===== config.mk =====
export PLATFORM = sky130hd
export DESIGN_NAME = mac_array_skewed
export DESIGN_NICKNAME = d
export VERILOG_FILES = /design/src/rtl/mac_array_skewed.sv
export SDC_FILE = /design/constraint.sdc
export NUM_CORES = 2
export LEC_CHECK = 0
export CAP_MARGIN = 25
export CORE_ASPECT_RATIO = 0.8
export CORE_MARGIN = 2
export CORE_UTILIZATION = 63
export DETAILED_ROUTE_END_ITERATION = 8
export GPL_ROUTABILITY_DRIVEN = 0
export PLACE_DENSITY = 0.81
export SYNTH_ARGS = -nofsm -noshare
export SYNTH_HDL_FRONTEND = slang
export SYNTH_SLANG_ARGS = --single-unit

===== constraint.sdc =====
create_clock -name clk -period 6.3 [get_ports clk]
set_clock_uncertainty 0.2 [all_clocks]
set_input_delay 0.63 -clock clk [delete_from_list [all_inputs] [get_ports clk]]
set_output_delay 0.63 -clock clk [all_outputs]
set_load 0.02 [all_outputs]

===== src/rtl/mac_array_skewed.sv =====
// Weight-stationary row x col systolic MAC array with internal input skew and output deskew.
// Optional L1-distance mode is built when MAC_ARRAY_SKEWED_L1_EN is defined.

module mas_delay #(
    parameter int W = 1,
    parameter int D = 1
) (
    input  logic         clk,
    input  logic         reset,
    input  logic [W-1:0] din,
    output logic [W-1:0] dout
);
    logic [W-1:0] stage_r [D];

    // Fixed-length shift chain
    always_ff @(posedge clk) begin
        if (reset) begin
            for (int i = 0; i < D; i++) stage_r[i] <= '0;
        end else begin
            stage_r[0] <= din;
            for (int i = 1; i < D; i++) stage_r[i] <= stage_r[i-1];
        end
    end

    assign dout = stage_r[D-1];
endmodule

module mac_array_skewed #(
    parameter int bw      = 4,
    parameter int psum_bw = 16,
    parameter int row     = 8,
    parameter int col     = 4
) (
    input  logic                   clk,
    input  logic                   reset,
    input  logic [row*bw-1:0]      in_w,
    input  logic [psum_bw*col-1:0] in_n,
    input  logic [2:0]             inst_w,
    output logic [psum_bw*col-1:0] out_s,
    output logic [col-1:0]         valid
);
    localparam int lat = row + col - 1;

    function automatic logic [psum_bw-1:0] mac_term(input logic [bw-1:0] a, input logic [bw-1:0] w);
        logic [2*bw-1:0] prod;
        prod = {{bw{a[bw-1]}}, a} * {{bw{w[bw-1]}}, w};
        return {{(psum_bw-2*bw){prod[2*bw-1]}}, prod};
    endfunction

`ifdef MAC_ARRAY_SKEWED_L1_EN
    function automatic logic [psum_bw-1:0] l1_term(input logic [bw-1:0] a, input logic [bw-1:0] w);
        logic [bw:0] diff;
        logic [bw:0] mag;
        diff = {a[bw-1], a} - {w[bw-1], w};
        mag  = diff[bw] ? (~diff + {{bw{1'b0}}, 1'b1}) : diff;
        return {{(psum_bw-bw-1){1'b0}}, mag};
    endfunction
`endif

    logic load_s;
    logic exec_s;
    assign load_s = inst_w[0];
    assign exec_s = inst_w[1] & ~inst_w[0];

    logic [bw-1:0]      w_r      [row][col];
    logic [bw-1:0]      a_r      [row][col];
    logic [psum_bw-1:0] p_r      [row][col];
    logic [bw-1:0]      a_in_s   [row][col];
    logic [psum_bw-1:0] p_in_s   [row][col];
    logic [psum_bw-1:0] p_nxt_s  [row][col];
    logic [bw-1:0]      act_sk_s [row];
    logic [psum_bw-1:0] top_sk_s [col];
    logic [psum_bw*col-1:0] bot_s;
    logic [lat-1:0]         tok_r;
    logic                   valid_r;
    logic [psum_bw*col-1:0] out_r;

`ifdef MAC_ARRAY_SKEWED_L1_EN
    logic m_r    [row][col];
    logic m_in_s [row][col];
    logic m_sk_s [row];
`else
    logic unused_mode_s;
    assign unused_mode_s = inst_w[2];
`endif

    // Row r activations (and mode) are delayed r cycles so the wavefront meets the psums
    for (genvar r = 0; r < row; r++) begin : g_rsk
        if (r == 0) begin : g_d0
            assign act_sk_s[r] = in_w[r*bw +: bw];
`ifdef MAC_ARRAY_SKEWED_L1_EN
            assign m_sk_s[r] = inst_w[2];
`endif
        end else begin : g_dn
            mas_delay #(.W(bw), .D(r)) u_act (
                .clk(clk), .reset(reset), .din(in_w[r*bw +: bw]), .dout(act_sk_s[r]));
`ifdef MAC_ARRAY_SKEWED_L1_EN
            mas_delay #(.W(1), .D(r)) u_mode (
                .clk(clk), .reset(reset), .din(inst_w[2]), .dout(m_sk_s[r]));
`endif
        end
    end

    for (genvar c = 0; c < col; c++) begin : g_csk
        if (c == 0) begin : g_d0
            assign top_sk_s[c] = in_n[c*psum_bw +: psum_bw];
        end else begin : g_dn
            mas_delay #(.W(psum_bw), .D(c)) u_top (
                .clk(clk), .reset(reset), .din(in_n[c*psum_bw +: psum_bw]), .dout(top_sk_s[c]));
        end
    end

    for (genvar r = 0; r < row; r++) begin : g_pr
        for (genvar c = 0; c < col; c++) begin : g_pc
            if (c == 0) begin : g_aw
                assign a_in_s[r][c] = act_sk_s[r];
`ifdef MAC_ARRAY_SKEWED_L1_EN
                assign m_in_s[r][c] = m_sk_s[r];
`endif
            end else begin : g_ai
                assign a_in_s[r][c] = a_r[r][c-1];
`ifdef MAC_ARRAY_SKEWED_L1_EN
                assign m_in_s[r][c] = m_r[r][c-1];
`endif
            end
            if (r == 0) begin : g_pt
                assign p_in_s[r][c] = top_sk_s[c];
            end else begin : g_pi
                assign p_in_s[r][c] = p_r[r-1][c];
            end
`ifdef MAC_ARRAY_SKEWED_L1_EN
            assign p_nxt_s[r][c] = p_in_s[r][c] + (m_in_s[r][c] ? l1_term(a_in_s[r][c], w_r[r][c])
                                                               : mac_term(a_in_s[r][c], w_r[r][c]));
`else
            assign p_nxt_s[r][c] = p_in_s[r][c] + mac_term(a_in_s[r][c], w_r[r][c]);
`endif
        end
    end

    // Column c bottom is delayed col-1-c cycles so all lanes line up
    for (genvar c = 0; c < col; c++) begin : g_dsk
        if (c == col - 1) begin : g_d0
            assign bot_s[c*psum_bw +: psum_bw] = p_r[row-1][c];
        end else begin : g_dn
            mas_delay #(.W(psum_bw), .D(col-1-c)) u_dsk (
                .clk(clk), .reset(reset), .din(p_r[row-1][c]), .dout(bot_s[c*psum_bw +: psum_bw]));
        end
    end

    // Weight chains and PE pipeline registers
    always_ff @(posedge clk) begin
        if (reset) begin
            for (int r = 0; r < row; r++) begin
                for (int c = 0; c < col; c++) begin
                    w_r[r][c] <= '0;
                    a_r[r][c] <= '0;
                    p_r[r][c] <= '0;
`ifdef MAC_ARRAY_SKEWED_L1_EN
                    m_r[r][c] <= 1'b0;
`endif
                end
            end
        end else begin
            for (int r = 0; r < row; r++) begin
                if (load_s) begin
                    w_r[r][0] <= in_w[r*bw +: bw];
                    for (int c = 1; c < col; c++) w_r[r][c] <= w_r[r][c-1];
                end
                for (int c = 0; c < col; c++) begin
                    a_r[r][c] <= a_in_s[r][c];
                    p_r[r][c] <= p_nxt_s[r][c];
`ifdef MAC_ARRAY_SKEWED_L1_EN
                    m_r[r][c] <= m_in_s[r][c];
`endif
                end
            end
        end
    end

    // Valid tokens travel alongside the vector; out_s only updates when one arrives
    always_ff @(posedge clk) begin
        if (reset) begin
            tok_r   <= '0;
            valid_r <= 1'b0;
            out_r   <= '0;
        end else begin
            tok_r[0] <= exec_s;
            for (int i = 1; i < lat; i++) tok_r[i] <= tok_r[i-1];
            valid_r <= tok_r[lat-1];
            if (tok_r[lat-1]) out_r <= bot_s;
        end
    end

    assign out_s = out_r;
    assign valid = {col{valid_r}};
endmodule


==> reports/metrics.csv <==
stage;metric;value;unit
status;outcome;finished, final reports clean;
setup_path;crit end category;flip-flop;
power;Leak Pwr;36.1;nW
cts;# H-tree levels;3;
cts;clk_lat worst skew;0.74;ns
drt;Avg WL per Cell;15.8;microns
logic_synthesis;FFs w/ async S/R, synth;0;%
setup_path;critical path arrival;6.33;ns
drt;vias per inst;5.59;
global_route;GRT met3 Usage;3.33;%
sta;post-layout worst setup margin;0.411;ns
sta;setup-violating endpoint count in the final report;0;
floorplan;starting density of the core;63.4;%
logic_synthesis;sequential fraction of the synthesis area;34.4;%
sta;max-slew violations;0;
cts;cts bufs inserted;108;
cells_and_area;layout cells sized above 1;4.08;%
logic_synthesis;syn_nets;8217;
setup_path;kind of critical path;reg2reg;
global_route;largest net degree at the start of global routing;194;
global_route;vias in the first global route;49353;
global_route;grt met2 use;42.3;%
min_path;Min-Delay Path Class;in2reg;
floorplan;Die X;373;microns
logic_synthesis;#FFs+latches synth;1116;
sta;Final period util;93.5;%
drt;First-pass DRT Iterations;5;
cts;post-CTS repair timing setup buffer count;0;
power;Final Power;21.0;mW
logic_synthesis;Most used DFF post-synth;dfxtp_1;
cells_and_area;Antenna diodes;0;
sta;fmax;0.170;GHz
floorplan;die area;112000;sq um
sta;RSZ-0062 raised after global routing;false;
logic_synthesis;mapped cell area;68600;sq um
logic_synthesis;number of library cell types mapped by synthesis;83;
setup_path;Worst setup SP type;flip-flop;
placement;dpl ws;-0.0671;ns
sta;Slew @ Worst Pin;1.02;ns
sta;worst rel slew slack;31.5;%
global_route;GR Util All Layers;24.6;%
cts;root buffer cell;clkbuf_16;
cells_and_area;area grow syn2layout;10.1;%
drt;wirelength, routed;136000;microns
global_route;GRT Max-Usage Layer;met2;
drt;drc violations;0;
cts;CTS sink cnt;1116;
drt;Post-DRT Antenna Nets;0;
floorplan;I/O pin cnt;169;
sta;Final min period;5.89;ns
floorplan;# rows;108;
logic_synthesis;Syn Area/Cell;9.91;sq um
power;pwr dens;278;nW/um^2
drt;vias post-DR;48087;
cts;cts hold-fix bufs;0;
floorplan;Die Y;299;microns
flow_run;Max-Cap Viols;0;
cts;CTS tree;done;
logic_synthesis;synth warn;0;
drt;initial DRC count;2591;
placement;PortBufs;167;
cells_and_area;Nets;8373;
setup_path;critical path peak fanout;9;
cts;clk slew on worst S/H paths;0.06;ns
global_route;met1 Use GR;32.9;%
power;Peak VDD IR;0.000262;V
sta;final hold vios;0;
setup_path;Worst Path Required;6.74;ns
placement;Final HPWL DP;101000;microns
global_route;first-pass GRT wire length;233000;microns
cts;CTS Buffer Depth;3;
logic_synthesis;EDFF count, synth;128;
global_route;initial antenna violation count;3;
floorplan;Core ar.;108000;sq um
logic_synthesis;cells after synthesis;6930;
global_route;gr ovfl total;0;
## layout make-up
type / instances / area [sq um]
fillers: 7915 / 32700
clock buffers: 152 / 3230
repair buffers: 186 / 1880
multi-input cells: 5346 / 43300
well taps: 1430 / 1790
flip-flops and latches: 1116 / 23600
inverters: 328 / 1230
clock inverters: 50 / 528
## routing by layer
layer	wire [microns]	vias up	share of wire (%)
met5	0	-	0
met1	63600	22917	47
met3	5210	236	3.8
met2	64000	845	47
li1	-	24089	-
met4	2880	0	2.1
## logic make-up (layout without fill, tap and decap cells)
family                     count (synthesis)  after routing  synth area share (%)
xor gates and xnor gates                 573            573                  7.34
and+or+nand+nor                         2248           2248                  17.1
DFF                                     1116           1116                  34.4
AOI/OAI and AO/OA                       1269           1269                  12.4
adders and majority gates               1186           1186                  25.1
buffers and inverters                    468            716                  2.58
muxes                                     70             70                  1.04
## state kept, by name (all words and copies together), names as in the netlist
| signal | flops |
|---|---|
| tok_r | 11 |
| p_r | 512 |
| w_r | 128 |
| g_dsk.g_dn.u_dsk.stage_r | 96 |
| g_rsk.g_dn.u_act.stage_r | 112 |
| valid_r | 1 |
| a_r | 96 |
| out_s | 64 |
| g_csk.g_dn.u_top.stage_r | 96 |
## what timing repair did
item | 4_1_cts | 5_1_grt
gates resized for setup | 1 | 6
endpoints found under the setup margin | 2 | 12
hold endpoints to repair | 0 | 0
## cell usage after synthesis, types with 7 or more instances
master	instances	area, sq um
a211oi_1	80	601
a41oi_1	15	131
ha_1	866	10800
a22o_1	26	228
a211o_1	8	70.1
clkbuf_1	128	480
o21bai_1	73	548
xor2_1	273	2390
o31ai_2	12	150
nor2b_1	504	3150
a2111oi_4	12	330
o31ai_1	33	248
a21boi_0	9	67.6
nand4_1	27	169
dfxtp_1	988	19800
a2111o_1	9	101
a21oi_1	378	1890
nand3_1	64	320
fa_1	320	6410
inv_1	328	1230
nand2_1	277	1040
o31a_1	11	96.3
nor2_1	667	2500
and2_1	437	2730
edfxtp_1	128	3840
a21o_1	205	1540
or2_2	13	81.3
or3_1	22	138
nor4b_1	15	131
nor4_1	18	113
a311oi_1	7	61.3
mux2i_1	65	651
a2111oi_0	23	201
a31oi_1	17	106
nor3b_1	21	158
o211ai_1	22	165
nand2b_1	54	338
xnor2_1	298	2610
o21ai_0	228	1140
buf_1	8	30.0
nor3_1	73	365
o21a_1	43	323
nor3b_2	11	138
and3_1	25	156
## per-stage QoR
stage / setup TNS (ns) / util [%] / std cells / cell area (sq um) / hold WS (ns)
detailed placement: -0.0671 / 66.3 / 8405 / 71800 / 0.220
floorplan: 0 / - / 6930 / 68600 / 0.214
global route: 0 / 69.8 / 8608 / 75600 / 0.0567
global placement: 0 / 66.3 / 8405 / 71800 / 0.215
finish: 0 / 69.8 / 8608 / 75600 / 0.0594
CTS: 0 / 69.8 / 8607 / 75500 / 0.0216
## cell usage in the layout (no fill, tap or decap), types with 19 or more instances in the layout
master / synthesis / final
clkbuf_16: 0 / 116
clkbuf_8: 0 / 19
a2111oi_0: 23 / 22
a21oi_1: 378 / 378
o211ai_1: 22 / 22
ha_1: 866 / 866
dfxtp_1: 988 / 987
nand2b_1: 54 / 54
or3_1: 22 / 22
nand4_1: 27 / 27
and3_1: 25 / 25
o31ai_1: 33 / 33
inv_1: 328 / 327
nand3_1: 64 / 64
a22o_1: 26 / 26
a211oi_1: 80 / 80
nor2b_1: 504 / 503
nor3_1: 73 / 73
xnor2_1: 298 / 293
nor2_1: 667 / 667
edfxtp_1: 128 / 128
clkdlybuf4s50_1: 0 / 166
a21o_1: 205 / 205
and2_1: 437 / 437
o21a_1: 43 / 43
nand2_1: 277 / 277
nor3b_1: 21 / 21
mux2i_1: 65 / 65
fa_1: 320 / 320
o21bai_1: 73 / 73
xor2_1: 273 / 273
o21ai_0: 228 / 228
## where the power goes
| group | total [mW] | internal [mW] | leakage [nW] | switching [mW] |
|---|---|---|---|---|
| combinational | 5.77 | 2.51 | 24.7 | 3.26 |
| sequential | 8.48 | 8.08 | 9.51 | 0.407 |
| clock | 6.73 | 3.85 | 1.85 | 2.88 |
## worst max-delay path: stages, from the launching register on
cell      delay [ns]
edfxtp_1        0.41
nand2_1         0.11
fa_1            0.58
fa_1            0.45
fa_1            0.51
inv_1           0.05
ha_1            0.21
fa_1            0.47
a21o_1          0.20
a21oi_1         0.17
xnor2_1         0.11
xnor2_1         0.63
ha_1            0.40
and2_1          0.22
a221o_1         0.37
a21o_1          0.20
a31oi_1         0.16
mux2_2          0.34
## path summary, 6_finish.rpt
kind / startpoint / end / slack, ns / cells past startpoint
min reg2reg: tok_r[8] / tok_r[9] / 0.21 / 1
min: reset / p_r[0][254] / 0.06 / 2
max reg2reg: w_r[1][5] / p_r[1][30] / 0.41 / 17
max: w_r[1][5] / p_r[1][30] / 0.41 / 17
(Power assumes the default switching activity.)
